<file path="config.mk">
export PLATFORM = sky130hd
export DESIGN_NAME = bitcoin_nonce_feeder_flat
export DESIGN_NICKNAME = d
export VERILOG_FILES = /design/src/rtl/bitcoin_pkg.sv /design/src/rtl/bitcoin_nonce_feeder_if.sv /design/src/rtl/bitcoin_nonce_feeder_valid_delay_line.sv /design/src/rtl/bitcoin_nonce_feeder.sv /design/src/flat_wrapper.sv
export SDC_FILE = /design/constraint.sdc
export NUM_CORES = 2
export LEC_CHECK = 0
export CAP_MARGIN = 0
export CELL_PAD_IN_SITES_DETAIL_PLACEMENT = 0
export CELL_PAD_IN_SITES_GLOBAL_PLACEMENT = 1
export CORE_AREA = 2 2 686 688
export CTS_CLUSTER_SIZE = 8
export DETAILED_ROUTE_END_ITERATION = 8
export DIE_AREA = 0 0 688 690
export HOLD_SLACK_MARGIN = 0.08
export PLACE_DENSITY = 0.38
export SLEW_MARGIN = 20
export SYNTH_ARGS = -nofsm -noshare
export SYNTH_HDL_FRONTEND = slang
export SYNTH_HIERARCHICAL = 1
export SYNTH_SLANG_ARGS = --single-unit
</file>
<file path="constraint.sdc">
create_clock -name clk -period 5.8 [get_ports clk]
set_input_delay 1.16 -clock clk [delete_from_list [all_inputs] [get_ports clk]]
set_output_delay 1.16 -clock clk [all_outputs]
set_load 0.05 [all_outputs]
</file>
<file path="src/rtl/bitcoin_pkg.sv">
// bitcoin_pkg: shared definitions for the nonce feeder.
//   - feeder_state_t : feeder FSM states
//   - PAD_ONE_WORD   : SHA-256 '1' bit padding word that follows the nonce
//   - MSG_LEN_BITS   : total message length (80-byte header = 640 bits)
//   - build_tail_block(tail, nonce) : 512-bit padded second chunk
package bitcoin_pkg;

    typedef enum logic [1:0] {
        ST_IDLE,
        ST_ISSUE,
        ST_DRAIN,
        ST_HOLD
    } feeder_state_t;

    localparam logic [31:0] PAD_ONE_WORD = 32'h8000_0000;
    localparam logic [31:0] MSG_LEN_BITS = 32'd640;

    // Nonce goes in exactly as given; any byte-order handling is upstream.
    function automatic logic [511:0] build_tail_block(input logic [95:0] tail,
                                                      input logic [31:0] nonce);
        return {tail, nonce, PAD_ONE_WORD, 320'b0, MSG_LEN_BITS};
    endfunction

endpackage

</file>
<file path="src/rtl/bitcoin_nonce_feeder_if.sv">
// bitcoin_nonce_feeder_if: job, hasher and result signals of the nonce feeder.
//   slave  : feeder side (takes jobs and digests, drives hasher inputs and results)
//   master : environment side (job source, hasher, result consumer)
// With NONCE_FEEDER_STATS_EN defined the bundle also carries hash_count.
interface bitcoin_nonce_feeder_if;
    logic         job_valid;
    logic         job_ready;
    logic [255:0] job_midstate;
    logic [95:0]  job_tail;
    logic [255:0] job_target;
    logic [31:0]  nonce_start;
    logic [31:0]  nonce_end;
    logic         sha_en;
    logic [511:0] sha_padding;
    logic [255:0] sha_midstate;
    logic [255:0] hash_value;
    logic         found_valid;
    logic [31:0]  found_nonce;
    logic         found_ready;
    logic         done;
`ifdef NONCE_FEEDER_STATS_EN
    logic [63:0]  hash_count;
`endif

    modport slave (
        input  job_valid, job_midstate, job_tail, job_target, nonce_start, nonce_end,
        input  hash_value, found_ready,
        output job_ready, sha_en, sha_padding, sha_midstate, found_valid, found_nonce, done
`ifdef NONCE_FEEDER_STATS_EN
        , output hash_count
`endif
    );

    modport master (
        output job_valid, job_midstate, job_tail, job_target, nonce_start, nonce_end,
        output hash_value, found_ready,
        input  job_ready, sha_en, sha_padding, sha_midstate, found_valid, found_nonce, done
`ifdef NONCE_FEEDER_STATS_EN
        , input hash_count
`endif
    );
endinterface

</file>
<file path="src/rtl/bitcoin_nonce_feeder_valid_delay_line.sv">
// valid_delay_line: DEPTH-deep valid shift register tracking hasher latency.
//   in_vld   : a request enters the hasher this cycle
//   out_vld  : the request issued DEPTH cycles ago has its result valid now
//   inflight : requests issued but whose result has not yet been presented
module valid_delay_line #(
    parameter int DEPTH = 66,
    parameter int CNT_W = $clog2(DEPTH + 2)
) (
    input  logic             clk,
    input  logic             rst_n,
    input  logic             in_vld,
    output logic             out_vld,
    output logic [CNT_W-1:0] inflight
);
    logic [DEPTH-1:0] vld_pipe;

    assign out_vld = vld_pipe[DEPTH-1];

    always_ff @(posedge clk or negedge rst_n) begin
        if (!rst_n) begin
            vld_pipe <= '0;
            inflight <= '0;
        end else begin
            // Shift form works for DEPTH == 1 as well.
            vld_pipe <= (vld_pipe << 1) | DEPTH'(in_vld);
            inflight <= inflight + CNT_W'(in_vld) - CNT_W'(out_vld);
        end
    end
endmodule

</file>
<file path="src/rtl/bitcoin_nonce_feeder.sv">
// bitcoin_nonce_feeder: streams padded header tails (one nonce per cycle) into
// the SHA-256 second-chunk hasher and reports the first digest below target.
//   clk, rst_n : clock, asynchronous active-low reset
//   bus        : job handshake, hasher drive (sha_*), hasher digest, result
//                handshake (found_*), end-of-job done pulse
// Parameter HASH_LATENCY: cycles from sha_en to the matching hash_value.
// Optional: NONCE_FEEDER_STATS_EN adds a saturating 64-bit hash_count.
module bitcoin_nonce_feeder
    import bitcoin_pkg::*;
#(
    parameter int HASH_LATENCY = 66
) (
    input  logic                    clk,
    input  logic                    rst_n,
    bitcoin_nonce_feeder_if.slave   bus
);
    localparam int CNT_W = $clog2(HASH_LATENCY + 2);

    feeder_state_t state, nxt;

    logic [255:0] midstate_r, target_r;
    logic [95:0]  tail_r;
    logic [31:0]  end_r, issue_nonce, res_nonce, found_nonce_r;
    logic         found_valid_r, hit_seen;
    logic         res_vld, hit, job_ready, sha_en, done;
    logic [CNT_W-1:0] inflight;

    valid_delay_line #(.DEPTH(HASH_LATENCY), .CNT_W(CNT_W)) u_vdl (
        .clk      (clk),
        .rst_n    (rst_n),
        .in_vld   (sha_en),
        .out_vld  (res_vld),
        .inflight (inflight)
    );

    // Only the first hit of a job counts; later hits (drain tail) are dropped.
    assign hit = res_vld && !hit_seen && (bus.hash_value < target_r);

    always_comb begin
        nxt       = state;
        job_ready = 1'b0;
        sha_en    = 1'b0;
        done      = 1'b0;
        case (state)
            ST_IDLE: begin
                job_ready = 1'b1;
                if (bus.job_valid) nxt = ST_ISSUE;
            end
            ST_ISSUE: begin
                sha_en = 1'b1;
                if (issue_nonce == end_r || hit) nxt = ST_DRAIN;
            end
            ST_DRAIN: begin
                // Going through HOLD even if the result was already taken
                // keeps done one cycle after the later of drain end / handshake.
                if (inflight == '0) begin
                    if (hit_seen) begin
                        nxt = ST_HOLD;
                    end else begin
                        done = 1'b1;
                        nxt  = ST_IDLE;
                    end
                end
            end
            ST_HOLD: begin
                if (!found_valid_r) begin
                    done = 1'b1;
                    nxt  = ST_IDLE;
                end
            end
            default: nxt = ST_IDLE;
        endcase
    end

    always_ff @(posedge clk or negedge rst_n) begin
        if (!rst_n) begin
            state         <= ST_IDLE;
            midstate_r    <= '0;
            target_r      <= '0;
            tail_r        <= '0;
            end_r         <= '0;
            issue_nonce   <= '0;
            res_nonce     <= '0;
            found_nonce_r <= '0;
            found_valid_r <= 1'b0;
            hit_seen      <= 1'b0;
        end else begin
            state <= nxt;
            if (job_ready && bus.job_valid) begin
                midstate_r  <= bus.job_midstate;
                target_r    <= bus.job_target;
                tail_r      <= bus.job_tail;
                end_r       <= bus.nonce_end;
                issue_nonce <= bus.nonce_start;
                res_nonce   <= bus.nonce_start;
                hit_seen    <= 1'b0;
            end else begin
                if (sha_en)  issue_nonce <= issue_nonce + 32'd1;
                if (res_vld) res_nonce   <= res_nonce + 32'd1;
                if (hit)     hit_seen    <= 1'b1;
            end
            if (hit) begin
                found_valid_r <= 1'b1;
                found_nonce_r <= res_nonce;
            end else if (found_valid_r && bus.found_ready) begin
                found_valid_r <= 1'b0;
            end
        end
    end

`ifdef NONCE_FEEDER_STATS_EN
    logic [63:0] hash_count_r;
    always_ff @(posedge clk or negedge rst_n) begin
        if (!rst_n)                              hash_count_r <= '0;
        else if (res_vld && hash_count_r != '1)  hash_count_r <= hash_count_r + 64'd1;
    end
    assign bus.hash_count = hash_count_r;
`endif

    assign bus.job_ready    = job_ready;
    assign bus.sha_en       = sha_en;
    assign bus.sha_padding  = sha_en ? build_tail_block(tail_r, issue_nonce) : '0;
    assign bus.sha_midstate = midstate_r;
    assign bus.found_valid  = found_valid_r;
    assign bus.found_nonce  = found_nonce_r;
    assign bus.done         = done;
endmodule

</file>
<file path="src/flat_wrapper.sv">
// flat-port wrapper written by rule: the top's interface ports become plain ports
module bitcoin_nonce_feeder_flat import bitcoin_pkg::*;
#(
    parameter int HASH_LATENCY = 66
)
  (clk, rst_n, bus_job_valid, bus_job_midstate, bus_job_tail, bus_job_target, bus_nonce_start, bus_nonce_end, bus_hash_value, bus_found_ready, bus_job_ready, bus_sha_en, bus_sha_padding, bus_sha_midstate, bus_found_valid, bus_found_nonce, bus_done);
  bitcoin_nonce_feeder_if bus_i ();
  input  logic clk;
  input  logic rst_n;
  input wire logic [$bits(bus_i.job_valid)-1:0] bus_job_valid;
  input wire logic [$bits(bus_i.job_midstate)-1:0] bus_job_midstate;
  input wire logic [$bits(bus_i.job_tail)-1:0] bus_job_tail;
  input wire logic [$bits(bus_i.job_target)-1:0] bus_job_target;
  input wire logic [$bits(bus_i.nonce_start)-1:0] bus_nonce_start;
  input wire logic [$bits(bus_i.nonce_end)-1:0] bus_nonce_end;
  input wire logic [$bits(bus_i.hash_value)-1:0] bus_hash_value;
  input wire logic [$bits(bus_i.found_ready)-1:0] bus_found_ready;
  output wire logic [$bits(bus_i.job_ready)-1:0] bus_job_ready;
  output wire logic [$bits(bus_i.sha_en)-1:0] bus_sha_en;
  output wire logic [$bits(bus_i.sha_padding)-1:0] bus_sha_padding;
  output wire logic [$bits(bus_i.sha_midstate)-1:0] bus_sha_midstate;
  output wire logic [$bits(bus_i.found_valid)-1:0] bus_found_valid;
  output wire logic [$bits(bus_i.found_nonce)-1:0] bus_found_nonce;
  output wire logic [$bits(bus_i.done)-1:0] bus_done;
  assign bus_i.job_valid = bus_job_valid;
  assign bus_i.job_midstate = bus_job_midstate;
  assign bus_i.job_tail = bus_job_tail;
  assign bus_i.job_target = bus_job_target;
  assign bus_i.nonce_start = bus_nonce_start;
  assign bus_i.nonce_end = bus_nonce_end;
  assign bus_i.hash_value = bus_hash_value;
  assign bus_i.found_ready = bus_found_ready;
  assign bus_job_ready = bus_i.job_ready;
  assign bus_sha_en = bus_i.sha_en;
  assign bus_sha_padding = bus_i.sha_padding;
  assign bus_sha_midstate = bus_i.sha_midstate;
  assign bus_found_valid = bus_i.found_valid;
  assign bus_found_nonce = bus_i.found_nonce;
  assign bus_done = bus_i.done;
  bitcoin_nonce_feeder #(.HASH_LATENCY(HASH_LATENCY)) u_core (.clk(clk), .rst_n(rst_n), .bus(bus_i));
endmodule
</file>
Word level (Yosys, flattened, before mapping)
Cells that the tools add are included.
{ "totals": {"out_inout_bits": 804, "input_bits": 932, "reg_bits": 813} }
{ "op_classes": {"eq_ne": 8, "mux": 21, "n_bitwise": 1, "n_lt_le_gt_ge": 1, "n_reduce_logical": 13, "n_addsub": 4} }
{ "op_table": {"columns": ["operator", "count"], "rows": [
  ["512-bit two-way mux", 1],
  ["256-bit less-than comparator", 1],
  ["32-bit two-way mux", 4],
  ["66-bit by 1-bit OR with 66-bit output", 1],
  ["32-bit by 1-bit adder with 32-bit output (second input constant)", 2],
  ["32-bit equality test", 1],
  ["2-bit two-way mux", 5],
  ["1-bit two-way mux", 9],
  ["2-bit case mux with 4 select lines", 1],
  ["2-bit nonzero test", 4],
  ["7-bit by 1-bit adder with 7-bit output", 1],
  ["7-bit logical NOT", 1],
  ["7-bit by 1-bit subtractor with 7-bit output", 1],
  ["2-bit equality test (second input constant)", 2],
  ["1-bit logical AND", 4],
  ["2-bit by 1-bit inequality test with 1-bit output (second input constant)", 2],
  ["2-bit inequality test (second input constant)", 2],
  ["4-bit AND reduction", 1],
  ["2-bit by 1-bit equality test with 1-bit output (second input constant)", 1],
  ["2-bit logical NOT", 1],
  ["1-bit case mux with 2 select lines", 1],
  ["1-bit logical NOT", 1],
  ["1-bit logical OR", 1]
]} }

Longest topological paths before layout
{ "logic_depth": {"word_depth": 6, "mapped_depth": 14} }

Hierarchy
Netlist, hierarchy kept.
{ "by_module_without_submodules": {"columns": ["module", "cells_each", "n_inst", "area_per_inst_um2"], "rows": [
  ["bitcoin_nonce_feeder", 4410, 1, 38481.9],
  ["valid_delay_line", 114, 1, 2140.8]
]} }

Least setup slack after synthesis
Ideal clock, no wire load.
{ "synth_timing": {"kind": "input-to-reg", "from": "in bus_hash_value[133]", "to": "reg u_core.found_nonce_r[10] (netlist: u_core/bus.found_nonce[10])", "slack_ns": 1.662, "setup_ns": 0.125, "path_buffers": 1, "cell_stages": 11, "arrival_time_ns": 4.013, "path_cell_list": "ha_1 a21o_1 a21o_1 a221o_1 a2111o_1 a211o_1 a2111o_1 a221oi_2 o21ai_2 buf_6 mux2_4"} }
{ "synth_between": {"elab_chain_len": 2} }
{ "synth_lines": {"columns": ["element", "line", "rtl"], "rows": [
  ["start, declared", "flat_wrapper.sv:16", "input wire logic [$bits(bus_i.hash_value)-1:0] bus_hash_value;"],
  ["256-bit less-than comparator", "bitcoin_nonce_feeder.sv:37", "assign hit = res_vld && !hit_seen && (bus.hash_value < target_r);"],
  ["1-bit logical AND", "bitcoin_nonce_feeder.sv:37", null],
  ["end signal, assigned", "bitcoin_nonce_feeder.sv:104", "found_nonce_r <= res_nonce;"],
  ["end, declared", "bitcoin_nonce_feeder.sv:23", "logic [31:0] end_r, issue_nonce, res_nonce, found_nonce_r;"]
]} }
No other way between the ends.
A chain may end at the register's enable or synchronous reset.

Final worst setup path
{ "layout_timing": {"from": "reg u_core.state[1]", "to": "out bus_sha_padding[427]"} }
{ "layout_between": {"elab_chain_len": 3} }
{ "layout_lines": {"columns": ["element", "line", "rtl"], "rows": [
  ["start, declared", "bitcoin_nonce_feeder.sv:19", "feeder_state_t state, nxt;"],
  ["start signal, assigned", "bitcoin_nonce_feeder.sv:88", "state <= nxt;"],
  ["2-bit by 1-bit equality test with 1-bit output", "bitcoin_nonce_feeder.sv:44", "case (state)"],
  ["1-bit two-way mux", "bitcoin_nonce_feeder.sv:44", null],
  ["512-bit two-way mux", "bitcoin_nonce_feeder.sv:122", "assign bus.sha_padding = sha_en ? build_tail_block(tail_r, issue_nonce) : '0;"],
  ["end, declared", "flat_wrapper.sv:20", "output wire logic [$bits(bus_i.sha_padding)-1:0] bus_sha_padding;"]
]} }
No other way between the ends.

==> results.md <==
- Worst Tran Pin Value: 1.049 ns
- Initial antenna violation count: 181
- Reg-to-reg slack, setup: 1.60 ns
- Outcome: completed
- DRT Pass-1 Iters: 6
- Critical Path RT: about 4.6 ns
- Nets: 7,110
- DIE AREA: between 400,000 and 500,000 um2
- Avg WL per Cell: 22.04 um
- Non-Filler Instances: 12,214
- Worst-path clk slew: roughly 0.060 ns
- Final Slew Violations: 0
- Post-DP HPWL: 221,900 um
- Core ar.: 466,700 um2
- R2R Path Start: u_core/target_r[31]
- CP max FO: 68
- Hold_sp: u_core/u_vdl/vld_pipe[47]
- Synth Flop Type: dfrtp_1
- Yosys Warn Count: 6
- Vias in the first global route: 37,155
- Post-synth top area cell: dfrtp_1
- Leading cell type in the layout, fill and taps excluded: nand2_1
- EDFF count, synth: 0
- Largest net degree at the start of global routing: 136
- Cell chain of the critical path: nand2b_1, inv_6, buf_4, and2_1, clkdlybuf4s50_1
- Cell Area, Synth: 40,620 um2
- Max Cap Violations: 0
- FFs w/ async S/R, synth: 1.000
- Fmax: 207.3 MHz
- Synth Register Bits: 813
- Die Y: between 600 and 700 um
- Vias: 36,099
- Post-layout min period: 4.824 ns
- WHS Endpoint: u_core/u_vdl/vld_pipe[48]
- Clock Path Buffers: 4
- Die W: about 690 um
- First-pass GRT wire length: around 350,000 um
- Syn Area/Cell: 8.979 um2
- WS Path Type: reg -> out
- Detail Route Antenna Nets: 0
- IO Count: 1,736
- # rows: 251
- Synthesis-to-layout area growth: 59.47%
- Setup Buffers After CTS: 0
- Yosys cell types: 59
- CTS resizes: 0
- Hold path depth: 0
- TritonCTS clock tree: done
- GPL Wtd Cong: 0.8475
- Setup violations, final: 0
- Worst Path Arrival: 3.66 ns
- Setup TNS: 0 ns
- Area contributors post-synth: dfrtp_1 50%, nand2_1 14%, ha_1 8.1%
- Reg2reg end: u_core/bus.found_nonce[0]
- Max incr delay on CP: 0.85 ns
- Drc violations: 0
- Fraction of layout cells with a size suffix above 1: 0.05749
- Detailed Route WL: 269,300 um
- CTS buffer count: 139
- Fin. Hold Viols: 0
- Worst vdd ir: 0.3757 mV
- Leakage power: 27.98 nW
- RSZ-0062 raised after global routing: false
- Critical path endpoint category: output port
- Synthesized instance count: 4,524
- Port Buffer Count: 1,354
- Cts hold-fix bufs: 0
- Clock sinks: 813
- H-Tree Depth: 4
- Initial core utilization: 0.08705
- Seq/Total Area, Yosys: 0.5008
- Slew headroom: 0.3007
- R2R depth: 12
- Iter 0 DRT Violations: 1,990
- Clk_skew: 0.06028 ns
- Total Routing Usage GR: 0.1093
- Commonest cells after routing, fill and taps aside: 1,548 x nand2_1, 1,316 x clkdlybuf4s50_1, 813 x dfrtp_1
- Clk_lat worst skew: 0.83 ns
- Hold WC Path Type: reg -> reg
- Gr ovfl total: 0
- Part of the cycle the worst path needs: 0.8318
- Slowest CP cell: clkdlybuf4s50_1
- CP startpoint kind: flip-flop
- Power density cells: 537.3 nW/um2
- Area share of the largest cell type after synthesis: 0.5008
- Placed Cells: about 12,000
- Avg Vias per Cell: 2.956
- Root Buffer Master: clkbuf_16
-- power breakdown --
part	leakage [nW]	internal, W	switching, W	total [W]
sequential	9.92	0.00820	0.00171	0.00992
clock	2.06	0.00484	0.00330	0.00813
combinational	16.0	0.00527	0.0115	0.0168
total	28.0	0.0183	0.0165	0.0348
-- registers in the layout, summed over array words and instances (netlist names) --
name and flops:
u_core/issue_nonce 32, u_core/res_nonce 32, u_core/bus.found_nonce 32, u_core/bus.found_valid 1, u_core/state 2, u_core/target_r 256
u_core/end_r 32, u_core/hit_seen 1, u_core/tail_r 96, u_core/u_vdl/inflight 7, u_core/u_vdl/vld_pipe 66, u_core/bus.sha_midstate 256
-- metrics by stage --
stage          total power (W)    util  cell area (um2)  worst slack [ns]  hold WS [ns]
6_report               0.03481  0.1388            64780            0.9757        0.3029
5_1_grt                0.03727  0.1387            64730            0.6907        0.3236
4_1_cts                0.03566  0.1387            64710            0.7507        0.2994
3_5_place_dp           0.02696  0.1296            60500            0.1211        0.3347
3_3_place_gp           0.02695  0.1296            60500           0.03174        0.3312
2_1_floorplan          0.01970       -            42050             1.662        0.3312
-- Yosys cell counts, types with 12 or more instances --
cell type     n
nand3_1      40
a21oi_1     100
mux2_4       26
inv_1       277
buf_4       384
dfrtp_1     813
nor2_1       62
o21ai_0     357
a21o_1       24
and3_1       12
o311ai_0     18
a211oi_1     14
nand4_1      60
nor3_1       12
nand2_1    1549
clkbuf_1    170
and2_1      130
xor2_1       58
ha_1        264
nor4_1       27
-- per-layer routing --
layer,vias to the layer above,share of wire,GRT usage,wire [um]
li1,16656,-,-,-
met1,17532,0.44,0.1417,119100
met2,1443,0.44,0.1721,119800
met3,440,0.089,0.04013,24060
met4,28,0.023,0.02402,6069
met5,-,0.00069,0,186
-- final cells by class --
class                   instances  area, um2
well taps                    6198       7755
diodes                         32      80.08
fillers                     53331     401900
flip-flops and latches        813      20340
inverters                     277       1045
repair buffers               1432      14230
clock inverters                29      370.4
multi-input cells            3250      17120
clock buffers                 183       3837
-- critical path: cells and delay by family, from the launching register on --
kind | cells | cell delay [ns]
DFF | 1 | 0.41
and+or+nand+nor | 2 | 0.56
buffers and inverters | 3 | 1.70
-- worst max path at each step --
stage / start / endpoint / cells after the start
6_report: u_core/state[1] / bus_sha_padding[427] / 5
5_1_grt: u_core/state[1] / bus_sha_padding[428] / 5
4_1_cts: u_core/state[1] / bus_sha_padding[427] / 5
3_5_place_dp: bus_hash_value[31] / u_core/bus.found_nonce[23] / 12
3_3_place_gp: bus_hash_value[31] / u_core/bus.found_nonce[3] / 12
2_1_floorplan: bus_hash_value[133] / u_core/bus.found_nonce[10] / 11
-- cell families (layout without fill, tap and decap cells) --
family,count (synthesis),after routing,synth area share
AO/OA/AOI/OAI,583,583,0.08174
XOR/XNOR,69,69,0.01488
adder cells (fa/ha/maj),265,265,0.08181
buffers and inverters,841,1921,0.1137
flip-flops,813,813,0.5008
multiplexers,33,33,0.01152
other,1,413,0.00009231
AND/OR/NAND/NOR,1919,1919,0.1954
Note: power is estimated with default switching activity, not from simulation.
